File: src/rtl/spi_wb_sequencer_if.sv
// spi_wb_sequencer_if: Wishbone bus bundle between the SPI command sequencer and the internal bus
//   wb_adr_o  word address            (master -> slave)
//   wb_dat_o  write data              (master -> slave)
//   wb_dat_i  read data               (slave  -> master)
//   wb_we_o   write enable            (master -> slave)
//   wb_cyc_o  bus cycle               (master -> slave)
//   wb_stb_o  strobe, equal to cyc    (master -> slave)
//   wb_ack_i  slave acknowledge       (slave  -> master)
interface spi_wb_sequencer_if #(
    parameter int DATA_WIDTH = 16
);
    logic [DATA_WIDTH-2:0] wb_adr_o;
    logic [DATA_WIDTH-1:0] wb_dat_o;
    logic [DATA_WIDTH-1:0] wb_dat_i;
    logic                  wb_we_o;
    logic                  wb_cyc_o;
    logic                  wb_stb_o;
    logic                  wb_ack_i;

    modport master (
        output wb_adr_o, wb_dat_o, wb_we_o, wb_cyc_o, wb_stb_o,
        input  wb_dat_i, wb_ack_i
    );

    modport slave (
        input  wb_adr_o, wb_dat_o, wb_we_o, wb_cyc_o, wb_stb_o,
        output wb_dat_i, wb_ack_i
    );
endinterface

File: src/rtl/spi_wb_sequencer.sv
// spi_wb_sequencer: turns SPI frames (command word + data words) into Wishbone reads/writes
//   Parameters: DATA_WIDTH (SPI word / bus data width), WB_TIMEOUT (max cycles waiting for ack)
//   Optional feature: SPI_WB_AUTOINC_EN defined -> address increments after every data word;
//                     undefined -> address holds the command value for the whole frame
//   clk, resetn             clock, asynchronous active-low reset
//   spi_data_r/_valid       received SPI word and its one-cycle valid pulse
//   spi_ssel_active         chip-select asserted
//   spi_data_w, spi_load_miso  word for the MISO shifter and its one-cycle load pulse
//   wb                      Wishbone master port (spi_wb_sequencer_if.master)
//   busy                    not idle
//   err_overrun, err_timeout   sticky per-frame status, cleared when a new frame starts
module spi_wb_sequencer #(
    parameter int DATA_WIDTH = 16,
    parameter int WB_TIMEOUT = 255
) (
    input  logic                    clk,
    input  logic                    resetn,
    input  logic [DATA_WIDTH-1:0]   spi_data_r,
    input  logic                    spi_data_valid,
    input  logic                    spi_ssel_active,
    output logic [DATA_WIDTH-1:0]   spi_data_w,
    output logic                    spi_load_miso,
    spi_wb_sequencer_if.master      wb,
    output logic                    busy,
    output logic                    err_overrun,
    output logic                    err_timeout
);
    typedef enum logic [2:0] {
        S_IDLE,
        S_CMD,
        S_WR_WAIT,
        S_WR_BUS,
        S_RD_BUS,
        S_RD_SHIFT,
        S_DRAIN
    } state_t;

    localparam logic [15:0] TMO_LAST = 16'(WB_TIMEOUT - 1);

    state_t                state;
    logic [15:0]           tmo_cnt;
    logic [DATA_WIDTH-2:0] adr_next;
    logic                  done;

`ifdef SPI_WB_AUTOINC_EN
    assign adr_next = wb.wb_adr_o + (DATA_WIDTH-1)'(1);
`else
    assign adr_next = wb.wb_adr_o;
`endif

    // A cycle ends on ack or once it has been open for WB_TIMEOUT cycles
    assign done         = wb.wb_ack_i || (tmo_cnt == TMO_LAST);
    assign busy         = (state != S_IDLE);
    assign wb.wb_stb_o  = wb.wb_cyc_o;

    always_ff @(posedge clk or negedge resetn) begin
        if (!resetn) begin
            state         <= S_IDLE;
            tmo_cnt       <= '0;
            wb.wb_adr_o   <= '0;
            wb.wb_dat_o   <= '0;
            wb.wb_we_o    <= 1'b0;
            wb.wb_cyc_o   <= 1'b0;
            spi_data_w    <= '0;
            spi_load_miso <= 1'b0;
            err_overrun   <= 1'b0;
            err_timeout   <= 1'b0;
        end else begin
            spi_load_miso <= 1'b0;
            if (wb.wb_cyc_o)
                tmo_cnt <= tmo_cnt + 16'd1;
            case (state)
                S_IDLE: begin
                    if (spi_ssel_active) begin
                        state       <= S_CMD;
                        err_overrun <= 1'b0;
                        err_timeout <= 1'b0;
                    end
                end
                S_CMD: begin
                    if (!spi_ssel_active)
                        state <= S_IDLE;
                    else if (spi_data_valid) begin
                        wb.wb_adr_o <= spi_data_r[DATA_WIDTH-2:0];
                        // Reads prefetch immediately so data is ready for the next SPI word
                        if (spi_data_r[DATA_WIDTH-1]) begin
                            wb.wb_we_o  <= 1'b0;
                            wb.wb_cyc_o <= 1'b1;
                            tmo_cnt     <= '0;
                            state       <= S_RD_BUS;
                        end else
                            state <= S_WR_WAIT;
                    end
                end
                S_WR_WAIT: begin
                    if (!spi_ssel_active)
                        state <= S_IDLE;
                    else if (spi_data_valid) begin
                        wb.wb_dat_o <= spi_data_r;
                        wb.wb_we_o  <= 1'b1;
                        wb.wb_cyc_o <= 1'b1;
                        tmo_cnt     <= '0;
                        state       <= S_WR_BUS;
                    end
                end
                S_WR_BUS, S_RD_BUS, S_DRAIN: begin
                    if (done) begin
                        wb.wb_cyc_o <= 1'b0;
                        if (!wb.wb_ack_i)
                            err_timeout <= 1'b1;
                        // Chip-select gone: finish without touching the MISO shifter
                        if (state == S_DRAIN || !spi_ssel_active)
                            state <= S_IDLE;
                        else if (state == S_WR_BUS) begin
                            wb.wb_adr_o <= adr_next;
                            state       <= S_WR_WAIT;
                        end else begin
                            spi_data_w    <= wb.wb_ack_i ? wb.wb_dat_i : '1;
                            spi_load_miso <= 1'b1;
                            state         <= S_RD_SHIFT;
                        end
                    end else if (!spi_ssel_active)
                        state <= S_DRAIN;
                    else if (spi_data_valid && state == S_WR_BUS)
                        err_overrun <= 1'b1;
                end
                S_RD_SHIFT: begin
                    if (!spi_ssel_active)
                        state <= S_IDLE;
                    else if (spi_data_valid) begin
                        wb.wb_adr_o <= adr_next;
                        wb.wb_cyc_o <= 1'b1;
                        tmo_cnt     <= '0;
                        state       <= S_RD_BUS;
                    end
                end
                default: state <= S_IDLE;
            endcase
        end
    end
endmodule
File: src/flat_wrapper.sv
// flat-port wrapper written by rule: the top's interface ports become plain ports
module spi_wb_sequencer_flat 
#(
    parameter int DATA_WIDTH = 16,
    parameter int WB_TIMEOUT = 255
)
  (clk, resetn, spi_data_r, spi_data_valid, spi_ssel_active, spi_data_w, spi_load_miso, busy, err_overrun, err_timeout, wb_wb_adr_o, wb_wb_dat_o, wb_wb_we_o, wb_wb_cyc_o, wb_wb_stb_o, wb_wb_dat_i, wb_wb_ack_i);
  spi_wb_sequencer_if #(.DATA_WIDTH(DATA_WIDTH)) wb_i ();
  input  logic clk;
  input  logic resetn;
  input  logic [DATA_WIDTH-1:0] spi_data_r;
  input  logic spi_data_valid;
  input  logic spi_ssel_active;
  output logic [DATA_WIDTH-1:0] spi_data_w;
  output logic spi_load_miso;
  output logic busy;
  output logic err_overrun;
  output logic err_timeout;
  output wire logic [$bits(wb_i.wb_adr_o)-1:0] wb_wb_adr_o;
  output wire logic [$bits(wb_i.wb_dat_o)-1:0] wb_wb_dat_o;
  output wire logic [$bits(wb_i.wb_we_o)-1:0] wb_wb_we_o;
  output wire logic [$bits(wb_i.wb_cyc_o)-1:0] wb_wb_cyc_o;
  output wire logic [$bits(wb_i.wb_stb_o)-1:0] wb_wb_stb_o;
  input wire logic [$bits(wb_i.wb_dat_i)-1:0] wb_wb_dat_i;
  input wire logic [$bits(wb_i.wb_ack_i)-1:0] wb_wb_ack_i;
  assign wb_wb_adr_o = wb_i.wb_adr_o;
  assign wb_wb_dat_o = wb_i.wb_dat_o;
  assign wb_wb_we_o = wb_i.wb_we_o;
  assign wb_wb_cyc_o = wb_i.wb_cyc_o;
  assign wb_wb_stb_o = wb_i.wb_stb_o;
  assign wb_i.wb_dat_i = wb_wb_dat_i;
  assign wb_i.wb_ack_i = wb_wb_ack_i;
  spi_wb_sequencer #(.DATA_WIDTH(DATA_WIDTH), .WB_TIMEOUT(WB_TIMEOUT)) u_core (.clk(clk), .resetn(resetn), .spi_data_r(spi_data_r), .spi_data_valid(spi_data_valid), .spi_ssel_active(spi_ssel_active), .spi_data_w(spi_data_w), .spi_load_miso(spi_load_miso), .wb(wb_i), .busy(busy), .err_overrun(err_overrun), .err_timeout(err_timeout));
endmodule
File: config.mk
export PLATFORM = sky130hd
export DESIGN_NAME = spi_wb_sequencer_flat
export DESIGN_NICKNAME = d
export VERILOG_FILES = /design/src/rtl/spi_wb_sequencer_if.sv /design/src/rtl/spi_wb_sequencer.sv /design/src/flat_wrapper.sv
export SDC_FILE = /design/constraint.sdc
export NUM_CORES = 1
export LEC_CHECK = 0
export ABC_AREA = 1
export BUFFER_PORTS_ARGS = -buffer_cell sky130_fd_sc_hd__buf_2
export CAP_MARGIN = 20
export CORE_UTILIZATION = 52
export DETAILED_ROUTE_END_ITERATION = 8
export GPL_TIMING_DRIVEN = 0
export HOLD_SLACK_MARGIN = 0.15
export PLACE_DENSITY_LB_ADDON = 0.15
export SLEW_MARGIN = 20
export SYNTH_ARGS = -nofsm -noshare
export SYNTH_HDL_FRONTEND = slang
export SYNTH_SLANG_ARGS = --single-unit
File: constraint.sdc
create_clock -name clk -period 1.9 [get_ports clk]
set_clock_uncertainty 0.05 [all_clocks]
set_input_delay 0.095 -clock clk [delete_from_list [all_inputs] [get_ports clk]]
set_output_delay 0.095 -clock clk [all_outputs]
set_load 0.02 [all_outputs]
==> impl_metrics.toml, run 1 <==
[run_status]
outcome = "complete, no violations"

[floorplanning]
core_area_mm2 = 0.006061
fp.dieH_um = 82.24
die_x_um = 82.24
rows = 28
io_pins = 91
start_util_pct = 55.24
fp.dieArea_mm2 = 0.006763

[pwr]
clock_power_share_pct = 17.8
sw_frac_of_total_pct = 42.09
p_leak_uw = 0.002438
irDropWorstVdd_v = 0.0009809
power.density_mw_per_mm2 = 1451
pwr-share-seq_pct = 39.2
power.internal_uw = 3761
p_total_uw = 6495
p_comb_share_pct = 42.9
power.switching_uw = 2734

[grt]
antenna_found_initial = 0
grt_overflow = 0
grt_max_degree = 59
grt_pass1_wl_um = 12280
grt_pass1_vias = 2776
grt_use_total_pct = 24.56

[timing]
min_period_ps = 1692
hold_viol = 0
setup_viol = 0
min_period_over_period_pct = 89.06
slew_headroom_pct = 61.10
fmaxAchievable_ghz = 0.5909
maxSlewViolCount = 0
worst_pin_slew_ps = 581.6
rsz0062_at_grt = "no"
setup_tns_ps = 0

[setup_path]
required_ps = 2080
start_kind = "register"
regToRegStartpoint = "u_core.state[2]"
cp-startpoint = "u_core.state[2]"
path_max_fanout = 10
end_kind = "register"
arrival_ps = 1870
critPathKind = "register to register"

[layout]
layout_common_cells = "91 x buf_2, 89 x nand2_1, 71 x dfrtp_1"
fin_util_pct = 73.86
drive_gt1_share_pct = 30.75
fill_cells = 451
n_antenna_cell = 0
fin_area_mm2 = 0.004477
final_common_cell = "buf_2"
syn_to_final_growth_pct = 33.71
fin_nets = 551

[synth]
synth_area_leaders = "dfrtp_1 53%, nand2_1 10%, inv_1 4.7%, nor2_1 4.6%, o21ai_2 4.2%"
synth_edf_count = 0
seq_area_frac_synth_pct = 53.06
netlist_instances = 374
synth_top_area_share_pct = 53.06
ys_warn_count = 0
syn_nets = 413
yosysTopAreaCell = "dfrtp_1"
avgSynthCellArea_um2 = 8.952
ys_seq_elements = 71
synthArstFlopShare_pct = 100.0
ys_types = 35
syn_area_mm2 = 0.003348
ys.flop_type = "dfrtp_1"

[clocking]
numCtsBuffers = 9
cts_sinks = 71
h-tree-depth = 3
cts_tree = "yes"
post_cts_buffers = 0
path_clk_slew_ps = 80
clk_latency_ps = 340
clockBufferDepth = 2
cts_root_buf = "clkbuf_8"

[drt]
firstDrtPassIters = 4
drc = 0
dr_total_vias = 2917
drt_wl_total_um = 7570
routedWlPerCell_um = 12.79
vias_per_cell = 4.927
drt_iter0_markers = 148
antenna_left = 0

[placed_design]
post-dp-hpwl_um = 5111
portBuffers = 89
dpl-instance-area_mm2 = 0.003918
gp_congestion = 0.8286

[hold_path]
hold_path_class = "input port to asynchronous set/reset pin"

[job]
drv_cap = 0
==> worst paths after layout <==
kind / end / slack (ps) / cells past startpoint
min in group clk: u_core.spi_data_w[11] / 430 / 2
max in group asynchronous: u_core.tmo_cnt[10] / 600 / 3
setup reg to reg: u_core.wb.wb_dat_o[11] / 210 / 7
hold reg to reg: u_core.spi_data_w[11] / 430 / 2
setup / recovery: u_core.wb.wb_dat_o[11] / 210 / 7
hold / removal: u_core.tmo_cnt[4] / 230 / 3
==> power groups by stage <==
stage	logic (µW)	registers, µW	clock network [µW]
after floorplan	1200	3190	0
after global placement	2670	2540	0
after detailed placement	2750	2560	0
after CTS	2820	2540	1180
after global routing	3070	2620	1260
final	2790	2550	1160
==> metrics by stage <==
stage	setup WS, ps	hold slack, ps	std cells
2_1_floorplan	374.8	-250.6	374
3_3_place_gp	237.6	302.4	538
3_5_place_dp	230.1	-82.96	539
4_1_cts	211.5	228.7	592
5_1_grt	73.20	275.2	592
6_report	207.8	230.8	592
==> cell type report <==
class	count	area [µm²]	share of cell area, %
sequential	71	1777	39.69
multi-input combinational	245	1320	29.49
timing repair buffer	127	845.8	18.89
inverter	46	175.2	3.913
clock buffer	10	127.6	2.851
tap	75	93.84	2.096
buffer	12	76.32	1.705
clock inverter	6	61.31	1.369
==> per-layer routing <==
| layer | vias to the layer above | GRT usage [%] | share of wire [%] | wire, µm |
|---|---|---|---|---|
| met5 | - | 0 | 0 | 0 |
| met4 | 0 | 12.98 | 2.2 | 166 |
| met3 | 17 | 5.824 | 4.0 | 304 |
| met2 | 73 | 41.65 | 51 | 3853 |
| met1 | 1370 | 28.81 | 43 | 3245 |
| li1 | 1457 | - | - | - |
==> Yosys cell counts, types with 4 or more instances <==
cell type and instances:
nand2_4 6, nor2_1 41, nand4_1 4, o21ai_0 23, o21ai_1 16, dfrtp_1 71, o21ai_2 16, nand2_2 6
nor2_2 4, nand3_1 10, nand2_1 89, inv_1 42, clkbuf_1 4, a21oi_1 7
==> logic make-up after synthesis <==
group / synth area share [%]
xor gates and xnor gates: 1.570
DFF: 53.06
buffers and inverters: 7.511
AOI/OAI and AO/OA: 12.03
adders and majority gates: 0.7473
and+or+nand+nor: 25.07
==> worst max-delay path, cell delays in order (launching register included) <==
cell	delay, ps
dfrtp_1	470
nor2_2	180
nand2_1	110
nor2_1	190
nand2_1	200
buf_2	240
nand2_1	80
o21ai_1	60
==> sequential cells by signal (all words and copies together) (netlist names) <==
| name | count |
|---|---|
| u_core.err_overrun | 1 |
| u_core.err_timeout | 1 |
| u_core.spi_data_w | 16 |
| u_core.spi_load_miso | 1 |
| u_core.state | 3 |
| u_core.tmo_cnt | 16 |
| u_core.wb.wb_adr_o | 15 |
| u_core.wb.wb_cyc_o | 1 |
| u_core.wb.wb_dat_o | 16 |
| u_core.wb.wb_we_o | 1 |
==> repair_timing <==
item | CTS | global route
resized for setup | 0 | 0
endpoints found under the hold margin | 123 | 0
hold buffers | 37 | 0
Power figures use the tool's default switching activity.
==> run 2, diff against run 1 <==
--- a/config.mk
+++ b/config.mk
@@ -8,6 +8,7 @@
 export ABC_AREA = 1
 export BUFFER_PORTS_ARGS = -buffer_cell sky130_fd_sc_hd__buf_2
 export CAP_MARGIN = 20
+export CORE_ASPECT_RATIO = 0.5
 export CORE_UTILIZATION = 52
 export DETAILED_ROUTE_END_ITERATION = 8
 export GPL_TIMING_DRIVEN = 0
==> run 2 against run 1 <==
Against the previous run: sequential cell count unchanged; register-to-register slack worse by 30 ps; non-clock buffer count did not move; sequential power is essentially flat; die area rose by 0.29%; final cell count grew 1.9%.
==> impl_metrics.toml, run 2 (synthesis results as in run 1) <==
[setup_path]
arrival_ps = 1890
cpPeakStageDelay_ps = 410
path_max_fanout = 10
end_kind = "register"
cpMostUsedCell = "nand2_4"
start_kind = "register"
path_cells = "inv_1, ha_1, inv_1, nor2_1, nand2_1, nor2_1, nand2_4, nand2_4, nand2_4, buf_6, nand2_1, o21ai_2"
critPathKind = "register to register"
crit_slowest_cell = "dfrtp_1"
required_ps = 2060

[timing]
worst_pin_slew_ps = 577.2
min_period_over_period_pct = 90.77
maxSlewViolCount = 0
min_period_ps = 1725
setup_tns_ps = 0
hold_viol = 0
slew_headroom_pct = 61.39
rsz0062_at_grt = "no"
fmaxAchievable_ghz = 0.5798
setup_viol = 0

[job]
drv_cap = 0

[floorplanning]
start_util_pct = 54.61
rows = 20
fp.dieH_um = 58.74
io_pins = 91
core_area_mm2 = 0.006131
fp.dieArea_mm2 = 0.006783
die_x_um = 115.5

[clocking]
ctsResizeCount = 0
numCtsBuffers = 9
cts_tree = "yes"
post_cts_buffers = 0
cts_root_buf = "clkbuf_16"
clockBufferDepth = 2
clk_latency_ps = 320
path_clk_slew_ps = 60
cts_sinks = 71
h-tree-depth = 3

[drt]
vias_per_cell = 4.760
drt_wl_total_um = 7626
routedWlPerCell_um = 12.65
dr_total_vias = 2870
drc = 0
antenna_left = 0
drt_iter0_markers = 154
firstDrtPassIters = 4

[pwr]
clock_power_share_pct = 24.4
sw_frac_of_total_pct = 39.33
p_leak_uw = 0.002486
p_comb_share_pct = 39.5
power.internal_uw = 4294
power.density_mw_per_mm2 = 1537
pwr-share-seq_pct = 36.1
power.switching_uw = 2783
irDropWorstVdd_v = 0.0008572

[layout]
fin_nets = 551
layout_common_cells = "91 x buf_2, 89 x nand2_1, 71 x dfrtp_1"
final_common_cell = "buf_2"
drive_gt1_share_pct = 30.49
n_antenna_cell = 0
syn_to_final_growth_pct = 37.56
reg_top3 = "u_core.spi_data_w: 16 flops, u_core.tmo_cnt: 16 flops, u_core.wb.wb_dat_o: 16 flops"
fin_area_mm2 = 0.004606

[placed_design]
post-dp-hpwl_um = 5022
portBuffers = 89
dpl-instance-area_mm2 = 0.003934
gp_congestion = 0.8653

[grt]
grt_pass1_wl_um = 12850
grt_pass1_vias = 2868
grt_overflow = 0
antenna_found_initial = 0
grt_use_total_pct = 25.04
grt_max_degree = 59

[run_status]
outcome = "complete, no violations"

[hold_path]
hold_path_class = "input port to asynchronous set/reset pin"
[run 2: layout make-up]
class	count	area, µm²
Sequential cell	71	1777
Fill cell	460	1525
Multi-Input combinational cell	245	1320
Timing Repair Buffer	127	845.8
Clock buffer	10	229.0
Inverter	46	175.2
Tap cell	88	110.1
Buffer	12	76.32
Clock inverter	4	72.57
[run 2: worst max-delay path: cells and delay by family (launching register included)]
family	cells	cell delay, ps
AO/OA/AOI/OAI	1	60
buffers and inverters	3	270
flip-flops	1	410
adder cells (fa/ha/maj)	1	140
AND/OR/NAND/NOR	7	690
[run 2: power groups by stage]
| stage | Clock, µW | Combinational, µW | Sequential (µW) |
|---|---|---|---|
| after detailed placement | 0 | 2740 | 2560 |
| after global placement | 0 | 2680 | 2550 |
| after global routing | 1800 | 3110 | 2640 |
| after CTS | 1750 | 2810 | 2560 |
| final | 1730 | 2800 | 2550 |
| after floorplan | 0 | 1200 | 3190 |
[run 2: what timing repair did]
item | in CTS | in global routing
hold buffers | 37 | 0
hold endpoints to repair | 121 | 0
setup endpoints to repair | 0 | 0
[run 2: routing by layer]
metal | vias to the layer above | wire length, µm | GRT usage, %
met5 | - | 0 | 0
met4 | 0 | 123 | 9.462
met3 | 15 | 392 | 7.724
met2 | 70 | 3709 | 42.86
met1 | 1333 | 3400 | 30.26
li1 | 1452 | - | -
[run 2: path summary, 6_finish.rpt]
kind                                       start                     to  slack, ps  depth (start not counted)
max                            u_core.tmo_cnt[0]   u_core.spi_data_w[8]        180                         12
min                                       resetn  u_core.wb.wb_adr_o[1]        260                          3
max reg2reg                    u_core.tmo_cnt[0]   u_core.spi_data_w[8]        180                         12
min reg2reg                u_core.spi_data_w[14]  u_core.spi_data_w[14]        430                          2
max in group asynchronous                 resetn     u_core.err_timeout        590                          3
min in group clk           u_core.spi_data_w[14]  u_core.spi_data_w[14]        430                          2
[run 2: stage by stage]
| stage | setup WS (ps) | power, µW | util (%) | hold slack (ps) | cells |
|---|---|---|---|---|---|
| 2_1_floorplan | 374.8 | 4392 | - | -250.6 | 374 |
| 3_3_place_gp | 236.1 | 5232 | 63.67 | 305.1 | 551 |
| 3_5_place_dp | 208.3 | 5297 | 64.16 | -82.81 | 552 |
| 4_1_cts | 182.9 | 7114 | 75.12 | 272.3 | 603 |
| 5_1_grt | 29.99 | 7545 | 75.12 | 294.9 | 603 |
| 6_report | 175.4 | 7078 | 75.12 | 256.1 | 603 |
